### config.mk
export PLATFORM = sky130hd
export DESIGN_NAME = register_bank_sb
export DESIGN_NICKNAME = d
export VERILOG_FILES = /design/src/rtl/regfile_pkg.sv /design/src/rtl/regfile_read_port.sv /design/src/rtl/register_bank_sb.sv
export SDC_FILE = /design/constraint.sdc
export NUM_CORES = 2
export LEC_CHECK = 0
export ABC_AREA = 1
export BUFFER_PORTS_ARGS = -buffer_cell sky130_fd_sc_hd__buf_2
export CORE_MARGIN = 1
export CORE_UTILIZATION = 25
export CTS_CLUSTER_DIAMETER = 60
export DETAILED_ROUTE_END_ITERATION = 10
export GPL_ROUTABILITY_DRIVEN = 0
export MAX_ROUTING_LAYER = met4
export PLACE_DENSITY_LB_ADDON = 0.25
export SLEW_MARGIN = 20
export SYNTH_ARGS = -nofsm -noshare
export SYNTH_HDL_FRONTEND = slang
export SYNTH_SLANG_ARGS = --single-unit
export TNS_END_PERCENT = 1
### constraint.sdc
create_clock -name Clock -period 20.1 [get_ports Clock]
set_input_delay 0 -clock Clock [delete_from_list [all_inputs] [get_ports Clock]]
set_output_delay 0 -clock Clock [all_outputs]
set_load 0.02 [all_outputs]
### src/rtl/regfile_pkg.sv
// Shared types and default sizes for the scoreboarded register file.
package regfile_pkg;

  typedef enum logic {
    RD_IDLE = 1'b0,
    RD_WAIT = 1'b1
  } rd_state_t;

  localparam int DATA_W_DEF   = 32;
  localparam int ADDR_W_DEF   = 4;
  localparam int RD_PORTS_DEF = 2;

endpackage

### src/rtl/regfile_read_port.sv
// One registered read port: issues immediately or parks in RD_WAIT until its register clears.
// REGFILE_BYPASS_EN forwards the write bus straight into Source.
module regfile_read_port
  import regfile_pkg::*;
#(
  parameter int DATA_W = DATA_W_DEF,
  parameter int ADDR_W = ADDR_W_DEF
) (
  input  logic                                  clk,
  input  logic                                  rst,
  input  logic                                  rd_en,
  input  logic [ADDR_W-1:0]                     rd_addr,
  input  logic [(2**ADDR_W)-1:0][DATA_W-1:0]    regs,
  input  logic [(2**ADDR_W)-1:0]                pending,
  input  logic                                  wr_hit,
  input  logic [ADDR_W-1:0]                     wr_addr,
  input  logic [DATA_W-1:0]                     wr_data,
  output logic [DATA_W-1:0]                     src,
  output logic                                  rd_valid,
  output logic                                  rd_busy
);

  rd_state_t           state, state_d;
  logic [ADDR_W-1:0]   addr_q, addr_d;
  logic [DATA_W-1:0]   src_d;
  logic                valid_d, busy_d;

`ifndef REGFILE_BYPASS_EN
  logic unused_wr_bus;
  assign unused_wr_bus = ^{wr_hit, wr_addr, wr_data};
`endif

  always_comb begin
    state_d = state;
    addr_d  = addr_q;
    src_d   = src;
    valid_d = 1'b0;
    busy_d  = rd_busy;
    case (state)
      RD_IDLE: begin
        if (rd_en) begin
`ifdef REGFILE_BYPASS_EN
          if (wr_hit && wr_addr == rd_addr) begin
            src_d   = wr_data;
            valid_d = 1'b1;
          end else
`endif
          if (!pending[rd_addr]) begin
            src_d   = regs[rd_addr];
            valid_d = 1'b1;
          end else begin
            addr_d  = rd_addr;
            state_d = RD_WAIT;
            busy_d  = 1'b1;
          end
        end
      end
      RD_WAIT: begin
        // rd_en is deliberately ignored while parked on a pending register
`ifdef REGFILE_BYPASS_EN
        if (wr_hit && wr_addr == addr_q) begin
          src_d   = wr_data;
          valid_d = 1'b1;
          busy_d  = 1'b0;
          state_d = RD_IDLE;
        end else
`endif
        if (!pending[addr_q]) begin
          src_d   = regs[addr_q];
          valid_d = 1'b1;
          busy_d  = 1'b0;
          state_d = RD_IDLE;
        end
      end
      default: begin
        state_d = RD_IDLE;
        busy_d  = 1'b0;
      end
    endcase
  end

  always_ff @(posedge clk or posedge rst) begin
    if (rst) begin
      state    <= RD_IDLE;
      addr_q   <= '0;
      src      <= '0;
      rd_valid <= 1'b0;
      rd_busy  <= 1'b0;
    end else begin
      state    <= state_d;
      addr_q   <= addr_d;
      src      <= src_d;
      rd_valid <= valid_d;
      rd_busy  <= busy_d;
    end
  end

endmodule

### src/rtl/register_bank_sb.sv
// Register file with pending-write scoreboard and RD_PORTS stalling read ports.
// Optional write-to-read forwarding under REGFILE_BYPASS_EN.
module register_bank_sb
  import regfile_pkg::*;
#(
  parameter int DATA_W   = DATA_W_DEF,
  parameter int ADDR_W   = ADDR_W_DEF,
  parameter int RD_PORTS = RD_PORTS_DEF,
  parameter int ZERO_REG = 0
) (
  input  logic                         Clock,
  input  logic                         Reset,
  input  logic                         Write_En,
  input  logic [ADDR_W-1:0]            Destination,
  input  logic [DATA_W-1:0]            LDR_MUX,
  input  logic                         Reserve_En,
  input  logic [ADDR_W-1:0]            Reserve_ADDR,
  input  logic [RD_PORTS-1:0]          Read_En,
  input  logic [RD_PORTS*ADDR_W-1:0]   Source_ADDR,
  output logic [RD_PORTS*DATA_W-1:0]   Source,
  output logic [RD_PORTS-1:0]          Read_Valid,
  output logic [RD_PORTS-1:0]          Read_Busy,
  output logic [(2**ADDR_W)-1:0]       Pending_Mask
);

  localparam int DEPTH = 2**ADDR_W;

  logic [DEPTH-1:0][DATA_W-1:0] regs;
  logic [DEPTH-1:0]             pending, pending_d;
  logic                         wr_hit, rsv_hit;

  // Register 0 is hard-wired when ZERO_REG is set: it never takes data or a reservation
  assign wr_hit  = Write_En   && !((ZERO_REG != 0) && (Destination  == '0));
  assign rsv_hit = Reserve_En && !((ZERO_REG != 0) && (Reserve_ADDR == '0));

  // Reserve is applied after the write clear so a same-cycle reserve wins
  always_comb begin
    pending_d = pending;
    if (wr_hit)
      pending_d[Destination] = 1'b0;
    if (rsv_hit)
      pending_d[Reserve_ADDR] = 1'b1;
  end

  always_ff @(posedge Clock or posedge Reset) begin
    if (Reset) begin
      regs    <= '0;
      pending <= '0;
    end else begin
      pending <= pending_d;
      if (wr_hit)
        regs[Destination] <= LDR_MUX;
    end
  end

  assign Pending_Mask = pending;

  for (genvar p = 0; p < RD_PORTS; p++) begin : g_port
    regfile_read_port #(
      .DATA_W (DATA_W),
      .ADDR_W (ADDR_W)
    ) u_port (
      .clk      (Clock),
      .rst      (Reset),
      .rd_en    (Read_En[p]),
      .rd_addr  (Source_ADDR[p*ADDR_W +: ADDR_W]),
      .regs     (regs),
      .pending  (pending),
      .wr_hit   (wr_hit),
      .wr_addr  (Destination),
      .wr_data  (LDR_MUX),
      .src      (Source[p*DATA_W +: DATA_W]),
      .rd_valid (Read_Valid[p]),
      .rd_busy  (Read_Busy[p])
    );
  end

endmodule

==> run_results.csv <==
group,metric,value,unit
timing,relSlewSlack,0.194,
detailed_routing,finalWirelength,226000,um
grt,grt_antenna_before_repair,9,
critical_path,cpMaxStageDelayCell,"dfrtp_4",
floorplanning,die-area,183000,um2
timing,finalCriticalPeriod,5180,ps
critical_path,worstPathArrival,5830,ps
critical_path,crit_top_cell,"nand2_1",
clock_network,postCtsResizedCells,0,
floorplanning,start_util,0.252,
synth,synth_top_area_share,0.334,
detailed_routing,drc_errors,0,
clock_network,clk_latency,720,ps
floorplanning,io_pins,138,
min_path,hp-class,"in2async",
critical_path,cp_top_family,"simple AND/OR/NAND/NOR gates",
synth,synth-warning-count,0,
timing,hold_viol_final,12,
timing,rsz0062_at_grt,"false",
timing,tightest_slew,1210,ps
grt,grt_pass1_vias,47400,
grt,grt_usage,0.247,
finish,layout.nets,7159,
finish,area_delta_synth_final,9.13,%
detailed_routing,antenna_left,0,
timing,finalSetupViolCount,0,
detailed_routing,drtIter0Drc,7261,
critical_path,rrSetupSlack,14920,ps
clock_network,root_buffer,"clkbuf_16",
timing,drv_slew,0,
floorplanning,die_x,428,um
critical_path,critPathKind,"reg2reg",
critical_path,slowest_delay,860,ps
grt,grt-ovfl-total,0,
clock_network,cts_made_buffers,89,
grt,grt_first_pass_wirelength,330000,um
synth,syn_avg_cell_area,6.15,um2
synth,netlist_area,45400,um2
placed_design,port_buffers,137,
clock_network,clock-sinks,606,
timing,clock_skew,33.1,ps
critical_path,critPathRequiredTime,20750,ps
clock_network,h-tree-depth,3,
floorplanning,num_rows,156,
critical_path,critPathCaptureType,"register",
grt,grt_max_degree,193,
status,failed_checks,"hold timing",
detailed_routing,wl_per_cell,23.7,um
timing,post-route-period-util,0.258,
floorplanning,core,181000,um2
synth,netlist.top_cell.by_area,"dfrtp_1",
power_and_ir_drop,irDropWorstVdd,0.000128,V
synth,yosysSeqAreaShare,0.334,
critical_path,path_max_fanout,165,
power_and_ir_drop,leakage,24.1,nW
flow_run,drv_cap,0,
status,outcome,"finished with violations",
timing,finalSetupTns,0,ps
timing,clock.fmax,193,MHz
synth,synth_fp_nets,7440,
detailed_routing,dr_total_vias,50900,
synth,ys_ff_latch,606,
clock_network,cts_tree,"built",
detailed_routing,first_pass_iters,10,
floorplanning,fp.dieH,428,um
critical_path,worstPathCellList,"inv_8 > buf_12 > nand2_1 > nand3_1 > nand3_1 > nand3_2 > nand3_4 > nand2_2 > buf_4 > nand2_1 > nand2_1",
clock_network,clk_pin_slew,60,ps
clock_network,cts_buffer_depth,3,
detailed_routing,viasPerCell,5.33,
placed_design,place_hpwl,119000,um
synth,synthTopCellsByArea,"dfrtp_1, nand2_1, nand3_1, o21ai_0, inv_1",
synth,syn_inst,7386,
critical_path,worstSetupStartpointType,"register",
synth,synth_cell_types,20,
critical_path,worst-path-buf-inv,3,
finish,layout-drive-gt1-share,0.0606,
power_and_ir_drop,power.density,147,nW/um2
timing,whs,-11.4,ps
sequential cells by signal (all words and copies together) (netlist names):
signal / flops
Pending_Mask: 16
g_port.u_port.rd_busy: 2
regs: 512
g_port.u_port.src: 64
g_port.u_port.rd_valid: 2
g_port.u_port.addr_q: 8
g_port.u_port.state: 2
worst reg2reg max path, stage by stage (launching register included):
cell,delay [ps]
dfrtp_4,860
inv_8,660
buf_12,800
nand2_1,180
nand3_1,110
nand3_1,110
nand3_2,140
nand3_4,640
nand2_2,880
buf_4,500
nand2_1,150
nand2_1,70
final timing paths:
| kind | start | endpoint | cells past startpoint |
|---|---|---|---|
| setup reg to reg | g_port[0].u_port.addr_q[0]$_DFFE_PP0P_ | g_port[0].u_port.src[17]$_DFFE_PP0P_ | 11 |
| hold / removal | Reset | regs[87]$_DFFE_PP0P_ | 3 |
| min in group Clock | Destination[2] | regs[499]$_DFFE_PP0P_ | 5 |
| hold reg to reg | g_port[1].u_port.rd_busy$_DFFE_PP0P_ | g_port[1].u_port.rd_busy$_DFFE_PP0P_ | 2 |
| max in group asynchronous | Reset | g_port[1].u_port.addr_q[1]$_DFFE_PP0P_ | 5 |
| setup / recovery | g_port[0].u_port.addr_q[0]$_DFFE_PP0P_ | g_port[0].u_port.src[17]$_DFFE_PP0P_ | 11 |
synth_stat cells:
| library cell | n |
|---|---|
| nor2_1 | 16 |
| inv_2 | 6 |
| dfrtp_1 | 606 |
| buf_4 | 60 |
| buf_2 | 172 |
| nor3_1 | 4 |
| o22ai_1 | 12 |
| o21ai_0 | 520 |
| nand3_2 | 6 |
| buf_6 | 156 |
| inv_1 | 550 |
| clkinv_1 | 2 |
| nand3_1 | 1914 |
| nand3_4 | 2 |
| nand2_1 | 3094 |
| nand2_2 | 2 |
| clkbuf_1 | 192 |
| o211ai_1 | 4 |
| buf_1 | 64 |
| o32ai_1 | 4 |
where the power goes:
group | switching, W | internal [W]
logic | 0.00279 | 0.00101
registers | 0.000268 | 0.00155
clock network | 0.000683 | 0.000980
final cells by class:
class,count,area (um2)
fillers,20100,131000
flip-flops and latches,606,15200
clock inverters,53,601
inverters,558,2160
diodes,3,7.51
clock buffers,115,2490
multi-input cells,5578,24200
well taps,2370,2970
repair buffers,272,1910
layer usage:
metal	wire length (um)	track usage	vias up	share of wire
met4	10700	0.103	0	0.047
met1	96200	0.330	24000	0.43
met2	95300	0.360	3232	0.42
li1	-	-	23100	-
met5	0	-	-	0
met3	23800	0.0500	642	0.11
stage by stage:
stage          worst slack [ps]  instances  utilization  instance area [um2]  total power (W)
5_1_grt                   14820       9553        0.274                49600          0.00771
3_5_place_dp              15150       9336        0.255                46000          0.00549
4_1_cts                   15110       9552        0.274                49600          0.00719
6_report                  14920       9555        0.274                49600          0.00728
2_1_floorplan              3130       7386            -                45400          0.00443
3_3_place_gp              15230       9336        0.255                46000          0.00546
layout by cell type (no fill, tap or decap), types with 4 or more instances in the layout:
master	n
nor3_2	4
inv_2	5
dfrtp_4	6
inv_4	4
dfrtp_1	596
clkinv_2	15
inv_1	539
buf_12	4
nor2_1	4
buf_2	130
buf_4	86
nor2_4	12
nand3_1	1914
o21ai_0	520
inv_6	13
dfrtp_2	4
clkbuf_8	12
inv_8	9
o211ai_1	4
nand3_2	6
clkbuf_16	91
clkbuf_1	12
nand2_1	3094
dlygate4sd3_1	48
o22ai_1	12
bufinv_16	7
o32ai_1	4
clkinv_4	12
logic make-up after synthesis:
kind of cell           Yosys count  synth area share
AND/OR/NAND/NOR               5038             0.471
buffers and inverters         1202             0.135
flip-flops                     606             0.334
AO/OA/AOI/OAI                  540            0.0604
repair_timing:
| item | 4_1_cts | 5_1_grt |
|---|---|---|
| hold endpoints to repair | 624 | 0 |
| setup buffers | 0 | 0 |
| hold buffers | 48 | 0 |
| setup endpoints to repair | 0 | 0 |
(Power assumes the default switching activity.)
